===== src/rtl/ika9958_pkg.sv =====
// Shared lock-state type and clock-mode constants for the IKA9958 clock generator.
package ika9958_pkg;

  localparam int CM_MASTER = 0;
  localparam int CM_SLAVE  = 1;

  typedef enum logic [1:0] {
    UNLOCKED = 2'd0,
    ACQUIRE  = 2'd1,
    LOCKED   = 2'd2
  } lock_state_e;

endpackage


===== src/rtl/ika9958_sync2.sv =====
// Two-flop synchroniser for an asynchronous input with a falling-edge detector
// on the synchronised level.
module ika9958_sync2 (
  input  logic clk_i,
  input  logic rst_ni,
  input  logic d_i,
  output logic fall_o
);

  logic [1:0] sync_q, sync_d;
  logic       prev_q, prev_d;

  always_comb begin
    sync_d = {sync_q[0], d_i};
    prev_d = sync_q[1];
  end

  // Flops idle high so a low input after reset still registers as a falling edge.
  always_ff @(posedge clk_i or negedge rst_ni) begin
    if (!rst_ni) begin
      sync_q <= 2'b11;
      prev_q <= 1'b1;
    end else begin
      sync_q <= sync_d;
      prev_q <= prev_d;
    end
  end

  assign fall_o = prev_q & ~sync_q[1];

endmodule


===== src/rtl/ika9958_clkgen.sv =====
// DLCLK/DHCLK phase generator: free-running from the master tick, or locked to an
// external DLCLK whose falling edges re-align the phase counter.
module ika9958_clkgen
  import ika9958_pkg::*;
#(
  parameter int CM       = CM_MASTER,
  parameter int DIV      = 4,
  parameter int LOCK_CNT = 4,
  parameter int TIMEOUT  = 64
) (
  input  logic                    i_XTAL1,
  input  logic                    i_RST_n,
  input  logic                    i_XTAL_NCEN,
  input  logic                    i_DLCLK_n,
  output logic                    o_DHCLK_n,
  output logic                    o_DLCLK_n,
  output logic                    o_DLCLK_PCEN,
  output logic                    o_DLCLK_NCEN,
  output logic [$clog2(DIV)-1:0]  o_PHASE,
  output logic                    o_LOCKED
);

  localparam int            PW         = $clog2(DIV);
  localparam logic [PW-1:0] PH_LAST    = PW'(DIV - 1);
  localparam logic [PW-1:0] PH_HALF    = PW'(DIV / 2);
  localparam logic [PW-1:0] PH_HALF_M1 = PW'(DIV / 2 - 1);

  logic          tick;
  logic          force_zero;
  logic [PW-1:0] phase_q, phase_d;
  logic          dhclk_q, dhclk_d;
  logic          dlclk_q, dlclk_d;
  logic          pcen_q, pcen_d;
  logic          ncen_q, ncen_d;

  assign tick = i_XTAL_NCEN;

  generate
    if (CM == CM_SLAVE) begin : g_slave
      localparam int                CW        = $clog2(TIMEOUT + 1);
      localparam int                MW        = $clog2(LOCK_CNT + 1);
      localparam logic [CW-1:0]     CNT_MAX   = CW'(TIMEOUT);
      localparam logic [CW:0]       MEAS_DIV  = (CW + 1)'(DIV);
      localparam logic [MW-1:0]     MATCH_TGT = MW'(LOCK_CNT);

      logic          fall;
      lock_state_e   state_q, state_d;
      logic [CW-1:0] cnt_q, cnt_d;
      logic [MW-1:0] match_q, match_d;
      logic [CW:0]   measured;
      logic          locked_q;

      ika9958_sync2 u_sync (
        .clk_i  (i_XTAL1),
        .rst_ni (i_RST_n),
        .d_i    (i_DLCLK_n),
        .fall_o (fall)
      );

      // A tick landing on the edge cycle still belongs to the period being closed.
      always_comb begin
        state_d    = state_q;
        cnt_d      = cnt_q;
        match_d    = match_q;
        force_zero = 1'b0;
        measured   = {1'b0, cnt_q} + {{CW{1'b0}}, tick};
        if (fall) begin
          cnt_d = '0;
          case (state_q)
            UNLOCKED: begin
              force_zero = 1'b1;
              match_d    = '0;
              state_d    = ACQUIRE;
            end
            ACQUIRE: begin
              force_zero = 1'b1;
              if (measured == MEAS_DIV) begin
                match_d = match_q + MW'(1);
                if (match_d == MATCH_TGT) state_d = LOCKED;
              end else begin
                match_d = '0;
              end
            end
            LOCKED: begin
              if (measured != MEAS_DIV) begin
                force_zero = 1'b1;
                match_d    = '0;
                state_d    = ACQUIRE;
              end
            end
            default: state_d = UNLOCKED;
          endcase
        end else begin
          if (tick && (cnt_q != CNT_MAX)) cnt_d = cnt_q + CW'(1);
          if (cnt_d == CNT_MAX) state_d = UNLOCKED;
        end
      end

      always_ff @(posedge i_XTAL1 or negedge i_RST_n) begin
        if (!i_RST_n) begin
          state_q  <= UNLOCKED;
          cnt_q    <= '0;
          match_q  <= '0;
          locked_q <= 1'b0;
        end else begin
          state_q  <= state_d;
          cnt_q    <= cnt_d;
          match_q  <= match_d;
          locked_q <= (state_d == LOCKED);
        end
      end

      assign o_LOCKED = locked_q;
    end else begin : g_master
      logic unused_cfg;
      assign unused_cfg = ^{i_DLCLK_n, 1'(LOCK_CNT), 1'(TIMEOUT)};
      assign force_zero = 1'b0;
      assign o_LOCKED   = 1'b0;
    end
  endgenerate

  // A forced re-align wins over a tick; PCEN only fires when phase actually returns to 0.
  always_comb begin
    phase_d = phase_q;
    if (force_zero) begin
      phase_d = '0;
    end else if (tick) begin
      phase_d = (phase_q == PH_LAST) ? '0 : phase_q + PW'(1);
    end
    dhclk_d = tick ? ~dhclk_q : dhclk_q;
    dlclk_d = (phase_d >= PH_HALF);
    pcen_d  = tick && (phase_d == '0) && (phase_q != '0);
    ncen_d  = tick && (phase_q == PH_HALF_M1) && (phase_d == PH_HALF);
  end

  always_ff @(posedge i_XTAL1 or negedge i_RST_n) begin
    if (!i_RST_n) begin
      phase_q <= '0;
      dhclk_q <= 1'b1;
      dlclk_q <= 1'b0;
      pcen_q  <= 1'b0;
      ncen_q  <= 1'b0;
    end else begin
      phase_q <= phase_d;
      dhclk_q <= dhclk_d;
      dlclk_q <= dlclk_d;
      pcen_q  <= pcen_d;
      ncen_q  <= ncen_d;
    end
  end

  assign o_PHASE      = phase_q;
  assign o_DHCLK_n    = dhclk_q;
  assign o_DLCLK_n    = dlclk_q;
  assign o_DLCLK_PCEN = pcen_q;
  assign o_DLCLK_NCEN = ncen_q;

endmodule


===== config.mk =====
export PLATFORM = sky130hd
export DESIGN_NAME = ika9958_clkgen
export DESIGN_NICKNAME = d
export VERILOG_FILES = /design/src/rtl/ika9958_pkg.sv /design/src/rtl/ika9958_sync2.sv /design/src/rtl/ika9958_clkgen.sv
export SDC_FILE = /design/constraint.sdc
export NUM_CORES = 1
export LEC_CHECK = 0
export CAP_MARGIN = 40
export CORE_AREA = 3 3 40 42
export CTS_CLUSTER_DIAMETER = 150
export DETAILED_ROUTE_END_ITERATION = 12
export DIE_AREA = 0 0 43 45
export HOLD_SLACK_MARGIN = 0.1
export PLACE_DENSITY = 0.51
export SYNTH_ARGS = -nofsm -noshare
export SYNTH_HDL_FRONTEND = slang
export SYNTH_SLANG_ARGS = --single-unit

===== constraint.sdc =====
create_clock -name i_XTAL1 -period 1.14 [get_ports i_XTAL1]
set_input_delay 0.228 -clock i_XTAL1 [delete_from_list [all_inputs] [get_ports i_XTAL1]]
set_output_delay 0.228 -clock i_XTAL1 [all_outputs]
set_load 0.01 [all_outputs]

; ---- Word level (Yosys, flattened, before mapping)
; Index checks and enable logic that the tools add are counted.
[word_totals]
ff_bits = 6
inputBits = 4
out_inout_bits = 7
wordCells = 19
[classes]
add_sub_neg = 1
magnitude_cmp = 1
eq_ne = 3
mux = 2
bitwise = 1
reduce_logical = 6
[op_table]
columns = cell, count
row1 = equality test 2 bit (second input constant), 2
row2 = logical AND 1 bit, 4
row3 = 2-to-1 mux 2 bit, 2
row4 = adder 2 x 1 -> 2 bit (second input constant), 1
row5 = equality test 2 x 1 -> 1 bit (second input constant), 1
row6 = >= comparator 2 bit (second input constant), 1
row7 = zero test 2 bit, 1
row8 = nonzero test 2 bit, 1
row9 = NOT 1 bit, 1

; ---- Longest topological paths before layout
[depth]
depth_word = 6
mapped_depth = 4
depth_no_buf = 4

; ---- Worst setup path before layout
; OpenSTA, ideal clock, no wires.
[synth_path]
path_type = register -> register
start = register phase_q[0] (netlist: o_PHASE[0])
end = register phase_q[0] (netlist: o_PHASE[0])
setup_time_ns = 0.083
arrival_ns = 1.064
required_time_ns = 1.057
slack_ns = -0.007
path_stages_with_launch = 4
n_path_buf = 0
period_less_slack_ns = 1.147
path_cell_list = dfrtp_1 ha_1 or3b_1 o21ai_0
[synth_between]
elab_chain_len = 3
elab_cells_between_ends = 4
cone_classes = 1 x add/sub / 1 x eq/ne / 2 x mux
[synth_lines]
columns = item, line
row1 = start: declaration, ika9958_clkgen.sv:30  ; logic [PW-1:0] phase_q, phase_d;
row2 = start signal: assignment, ika9958_clkgen.sv:144  ; phase_q <= phase_d;
row3 = adder 2 x 1 -> 2 bit or equality test 2 bit (tied branches), ika9958_clkgen.sv:128  ; phase_d = (phase_q == PH_LAST) ? '0 : phase_q + PW'(1);
row4 = 2-to-1 mux 2 bit, ika9958_clkgen.sv:128
row5 = 2-to-1 mux 2 bit (*), ika9958_clkgen.sv:127  ; end else if (tick) begin
row6 = named net phase_d[0], ika9958_clkgen.sv:30
; Mark *: on every way through the listed nets, which the timed path passes. The rest lies on a longest branch.
; A chain may end at the register's enable or synchronous reset.

; ---- Final worst setup path
; Same ends and word-level chain as after synthesis.

==> impl_metrics.env <==
export IMPL_outcome="finished, final reports clean"
export IMPL_rows=13
export IMPL_syn_nets=30
export IMPL_period_share_pct=99.3
export IMPL_critPathLaunch="o_PHASE[0]$_DFF_PN0_"
export IMPL_slew_viol_final=0
export IMPL_yosysWarnings=0
export IMPL_die_h_um=45
export IMPL_placed_area_um2=377
export IMPL_finalHoldViolCount=0
export IMPL_rsz0062_at_grt="true"
export IMPL_grt_pass1_wl_um=841
export IMPL_synth_top_cell_by_area="dfrtp_1"
export IMPL_vias_per_cell=3.94
export IMPL_clkSinkCount=6
export IMPL_cts_reportedPaths_clkPinSlew_ns=0.05
export IMPL_reg2reg_slack_ns=0.009
export IMPL_grt_pass1_vias=183
export IMPL_postLayoutSetupSlackWorst_ns=0.00853
export IMPL_first_iter_violations=0
export IMPL_p_clk_share_pct=20.7
export IMPL_cts_tree="built"
export IMPL_skew_ns=0.00462
export IMPL_synth_area_leaders="dfrtp_1, ha_1, dfstp_2"
export IMPL_slowest_stage="dfrtp_2"
export IMPL_grt_max_degree=7
export IMPL_synth_enable_flop_cells=0
export IMPL_cp_slowest_stage_delay_ns=0.42
export IMPL_drt_wl_total_um=489
export IMPL_netlist_area_um2=262
export IMPL_cts_hold_buf=0
export IMPL_p_leak_nw=0.199
export IMPL_finalNonFillerCells=52
export IMPL_post_cts_setup_buffers=0
export IMPL_post_synth_top_area_fraction_pct=47.8
export IMPL_cp_data_required_time_ns=1.30
export IMPL_fin_hold_ws_ns=0.223
export IMPL_timing_critical_path_max_delay_family="flip-flops"
export IMPL_grt_overflow=0
export IMPL_maxCapViolCount=0
export IMPL_start_util_pct=20.4
export IMPL_portBuffers=8
export IMPL_pwr_share_seq_pct=36.4
export IMPL_min_period_ns=1.13
export IMPL_finalSetupViolations=0
export IMPL_design_area_um2=403
export IMPL_ys_types=12
export IMPL_p_int_uw=657
export IMPL_wl_met3_um=56
export IMPL_drc=0
export IMPL_preCtsSetupSlack_ns=-0.121
export IMPL_endpoint="o_PHASE[0]$_DFF_PN0_"
export IMPL_syn_inst=23
export IMPL_die_x_um=43
export IMPL_start_kind="flop"
export IMPL_numCtsBuffers=3
export IMPL_highest_layer="met4"
export IMPL_crit_chain="ha_2 > or3b_1 > o21ai_2"
export IMPL_area_delta_synth_final_pct=54.1
export IMPL_async_flop_share_pct=100
export IMPL_end_kind="flop"
export IMPL_combPwrFrac_pct=42.9
export IMPL_cts_root_buf="clkbuf_4"
export IMPL_ctsHtreeMaxLevel=1
export IMPL_core_area_um2=1280
export IMPL_fmax_ghz=0.884
export IMPL_fill_cells=139
export IMPL_powerDensity_nw_per_um2=2470
export IMPL_r2r_start="o_PHASE[0]$_DFF_PN0_"
export IMPL_worstSetupPathType="reg2reg"
export IMPL_synthFlopType="dfrtp_1"
export IMPL_vias=205
export IMPL_wl_met1_um=212
export IMPL_yosysMostFrequentCell="dfrtp_1"
export IMPL_synth_seq_cells=6
export IMPL_p_total_uw=996
export IMPL_fp_dieArea_um2=1940
export IMPL_gp_congestion=0.723
export IMPL_cts_path_max_buffers=2
export IMPL_nets=45
export IMPL_cp_num_cells=3
export IMPL_p_sw_uw=339
export IMPL_track_usage_pct=6.64
export IMPL_detail_route_wl_per_cell_um=9.40
export IMPL_ir_drop_v=0.000661
export IMPL_holdCritPathClass="in2async"
export IMPL_drive_gt1_share_pct=37.8
export IMPL_cp_max_fo=5
export IMPL_worst_r2r_endpoint="o_PHASE[0]$_DFF_PN0_"
export IMPL_clk_latency_ns=0.24
export IMPL_diodes=0
export IMPL_synth_seq_area_share_pct=57.9
export IMPL_syn_area_per_cell_um2=11.4
export IMPL_first_pass_iters=1
export IMPL_reg2reg_depth=3
export IMPL_antenna_found_initial=0
export IMPL_cp_data_arrival_time_ns=1.29
export IMPL_wl_met2_um=215
export IMPL_synth_common_cells="dfrtp_1, o21ai_0, ha_1, inv_1, nand2_1"
export IMPL_hpwlAfterDp_um=356
export IMPL_final_antenna_net_count=0
export IMPL_swShare_pct=34.1
export IMPL_pin_count=11
export IMPL_dpl_cell_count=48
export IMPL_critical_path_buf_inv_count=0
-- state kept, by name (all words and copies together), names as in the netlist --
register and flops:
o_PHASE 2, o_DLCLK_NCEN 1, o_DLCLK_PCEN 1, o_DLCLK_n 1
o_DHCLK_n 1
-- cells in the final DEF (no fill, tap or decap), types with 2 or more instances in the layout --
cell type,instances
ha_1,2
dfrtp_1,4
dlygate4sd2_1,2
inv_1,2
clkdlybuf4s50_1,2
clkbuf_4,3
nand2_1,2
o21ai_0,3
buf_4,3
-- how the worst min path moves through the flow --
stage            start                      to
6_report       i_RST_n  o_DLCLK_NCEN$_DFF_PN0_
5_1_grt        i_RST_n     o_DLCLK_n$_DFF_PN0_
4_1_cts        i_RST_n  o_DLCLK_NCEN$_DFF_PN0_
3_5_place_dp   i_RST_n  o_DLCLK_NCEN$_DFF_PN0_
3_3_place_gp   i_RST_n  o_DLCLK_NCEN$_DFF_PN0_
2_1_floorplan  i_RST_n  o_DLCLK_NCEN$_DFF_PN0_
-- power groups by stage --
stage	clock network (mW)	logic (mW)	registers, mW
2_1_floorplan	0	0.143	0.408
3_3_place_gp	0	0.442	0.360
3_5_place_dp	0	0.447	0.363
4_1_cts	0.222	0.403	0.360
5_1_grt	0.238	0.470	0.378
6_report	0.207	0.427	0.363
-- timing repair --
action	4_1_cts	5_1_grt
setup endpoints to repair	7	7
gates resized for setup	14	6
pin swaps	1	0
-- area by class of cell --
cell class,count,area [um2],area share [%]
clock buffer,4,26.3,6.52
inverter,2,7.51,1.86
multi-input combinational,14,106,26.4
sequential,6,153,37.9
tap,15,18.8,4.66
timing repair buffer,11,91.3,22.7
-- logic make-up after synthesis --
logic type,after synthesis,synth area share (%)
AND/OR/NAND/NOR,5,9.57
adder cells (fa/ha/maj),3,14.4
other,1,1.43
buffers and inverters,3,5.74
XOR/XNOR,1,3.35
AO/OA/AOI/OAI,4,7.66
flip-flops,6,57.9
-- stage by stage --
stage | TNS [ns] | utilization [%]
floorplan | 0 | -
global placement | -0.186 | 29.3
detailed placement | -0.204 | 29.3
CTS | 0 | 31.0
global route | -0.124 | 31.4
finish | 0 | 31.4
-- metal layers --
| metal | GRT usage (%) | vias to the layer above |
|---|---|---|
| met5 | 0 | - |
| met4 | 7.23 | 0 |
| met3 | 5.18 | 2 |
| met2 | 7.49 | 9 |
| met1 | 7.18 | 94 |
| li1 | - | 100 |
No activity file was read; power rests on OpenSTA's default activity.
==> patch, RTL diff (same settings) <==
`DIV`: 4 -> 2.
--- a/src/rtl/ika9958_clkgen.sv
+++ b/src/rtl/ika9958_clkgen.sv
@@ -4,7 +4,7 @@
   import ika9958_pkg::*;
 #(
   parameter int CM       = CM_MASTER,
-  parameter int DIV      = 4,
+  parameter int DIV      = 2,
   parameter int LOCK_CNT = 4,
   parameter int TIMEOUT  = 64
 ) (
Interface: changed (resized o_PHASE); port bits go from 11 to 10. The function was not compared with the original's and may differ.
==> patch against the original RTL <==
Final cell count decreased by 25%; cell area decreased by 31%; count of clock-buffer cells in the layout unchanged; wire length decreased by 43%; via count decreased by 48%; fmax increased by 3.2%; highest routed layer is now met3; sequential cell count decreased by 2; area after synthesis decreased by 38%; die area unchanged; total power decreased by 32%; setup slack improved by 0.035 ns.
==> patch: results (changes against the original RTL) <==
• outcome: complete, no violations
• Area contributors post-synth: dfrtp_1 47%, dfstp_2 16%, ha_1 16%
• share of synthesized flip-flops with an asynchronous set or reset: 100%, unchanged
• Overall Global Routing Usage: 4.68%, -2.0 points
• Yosys cell types: 7, -5
• R2R Path End: o_DLCLK_n
• largest incremental delay on the critical path: 0.52 ns, +0.10 ns
• ratio of cells with drive above 1 in the final layout: 33.3%, -4.5 points
• achievable frequency: 912 MHz, +3.2%
• top cells by count, synth: 3 x dfrtp_1, 2 x buf_4, 2 x ha_1, 2 x inv_1
• clock-pin transition on the worst setup and hold timing paths: 0.04 ns
• DRT Wirelength: 279 um, -43%
• maximum net fanout on the critical path: 2, -3
• ANT cells: 0, unchanged
• Synthesized Nets: 18, -40%
• DP Cell Count: 35, -27%
• R2R setup slack: 0.24 ns, +0.23 ns
• capturing element of the worst setup path: o_DHCLK_n
• Largest delay share family, worst path: flip-flops
• final standard cell count with taps included and fillers excluded: 39, -25%
• CP max-delay cell: dfstp_2
• net total in the final layout: 31, -31%
• Final GP Congestion: 0.689, -4.7%
• depth of the most critical reg-to-reg path: 4, +1
• # fillers: 146, +5.0%
• worst hold-check path type: input port to asynchronous set/reset pin
• clock insertion delay at the later pin of the skew report: 0.23 ns
• DR vias: 107, -48%
• number of instances in the synthesized netlist: 12, -48%
• reg-to-reg critical path startpoint: o_DLCLK_n
• wire length of the first global-routing pass: 517 um, -39%
• quantity of I/O buffers inserted on ports: 7, -1
• global route overflow: 0, unchanged
• buffer type at the clock tree root: clkbuf_4
• leakage component of the power: 0.146 nW, -27%
• fraction of the yosys area taken by sequential cells: 62.8%, +4.9 points
• crit path from: o_DHCLK_n
• category of the worst setup path capture point: output port
• number of global-route vias before repair: 129, -30%
• Max IR drop VDD: 0.344 mV, -48%
• post-placement worst setup slack: -0.127 ns, -0.00625 ns
• main flop type after synthesis: dfrtp_1
• maximum number of pins on one net before global-route repair: 5, -2
• maximum clock skew at final layout: 0.00644 ns, +0.00182 ns
• instance area at placement: 258 um2, -32%
• number of antenna violations at the first check in global routing: 0, unchanged
-- patch: final cells by class --
| type | count | area [um2] | share of cell area [%] |
|---|---|---|---|
| inverters | 2 | 7.51 | 2.71 |
| multi-input cells | 4 | 37.5 | 13.6 |
| flip-flops and latches | 4 | 101 | 36.7 |
| well taps | 15 | 18.8 | 6.79 |
| repair buffers | 10 | 85.1 | 30.8 |
| clock buffers | 4 | 26.3 | 9.50 |
-- patch: per-stage QoR --
step | hold WS, ns | power (mW)
5_1_grt | 0.195 | 0.749
6_report | 0.191 | 0.682
3_5_place_dp | 0.441 | 0.553
3_3_place_gp | 0.436 | 0.545
4_1_cts | 0.187 | 0.702
2_1_floorplan | -0.0676 | 0.355
-- patch: cell families (layout without fill, tap and decap cells) --
family	after synthesis	count (layout)	share of synthesized area, %
DFF	4	4	62.8
buffers and inverters	4	16	14.0
adders and majority gates	2	2	15.5
other	1	1	2.32
xor gates and xnor gates	1	1	5.43
-- patch: repair_timing --
| item | in CTS | in global routing |
|---|---|---|
| hold buffers | 0 | 0 |
| setup buffers | 0 | 0 |
| endpoints found under the setup margin | 5 | 0 |
| resized for setup | 10 | 0 |
-- patch: how the worst min path moves through the flow --
stage	startpoint	endpoint	cells after the start
floorplan	i_RST_n	o_DLCLK_NCEN	0
finish	i_RST_n	o_DLCLK_n	1
global placement	i_RST_n	o_DLCLK_PCEN	1
CTS	i_RST_n	o_DLCLK_n	1
detailed placement	i_RST_n	o_DLCLK_PCEN	1
global route	i_RST_n	o_DLCLK_n	1
-- patch: routing by layer --
metal  up-vias  track usage, %  share of wire, %
li1         54               -                 -
met1        44            3.41                33
met2         9            5.09                39
met3         0            5.18                28
met4         0            7.23                 0
met5         -               0                 0
-- patch: power breakdown --
| group | switching, mW | total [mW] | internal, mW |
|---|---|---|---|
| clock | 0.0567 | 0.188 | 0.131 |
| sequential | 0.0247 | 0.237 | 0.212 |
| combinational | 0.112 | 0.257 | 0.145 |
| total | 0.193 | 0.682 | 0.489 |
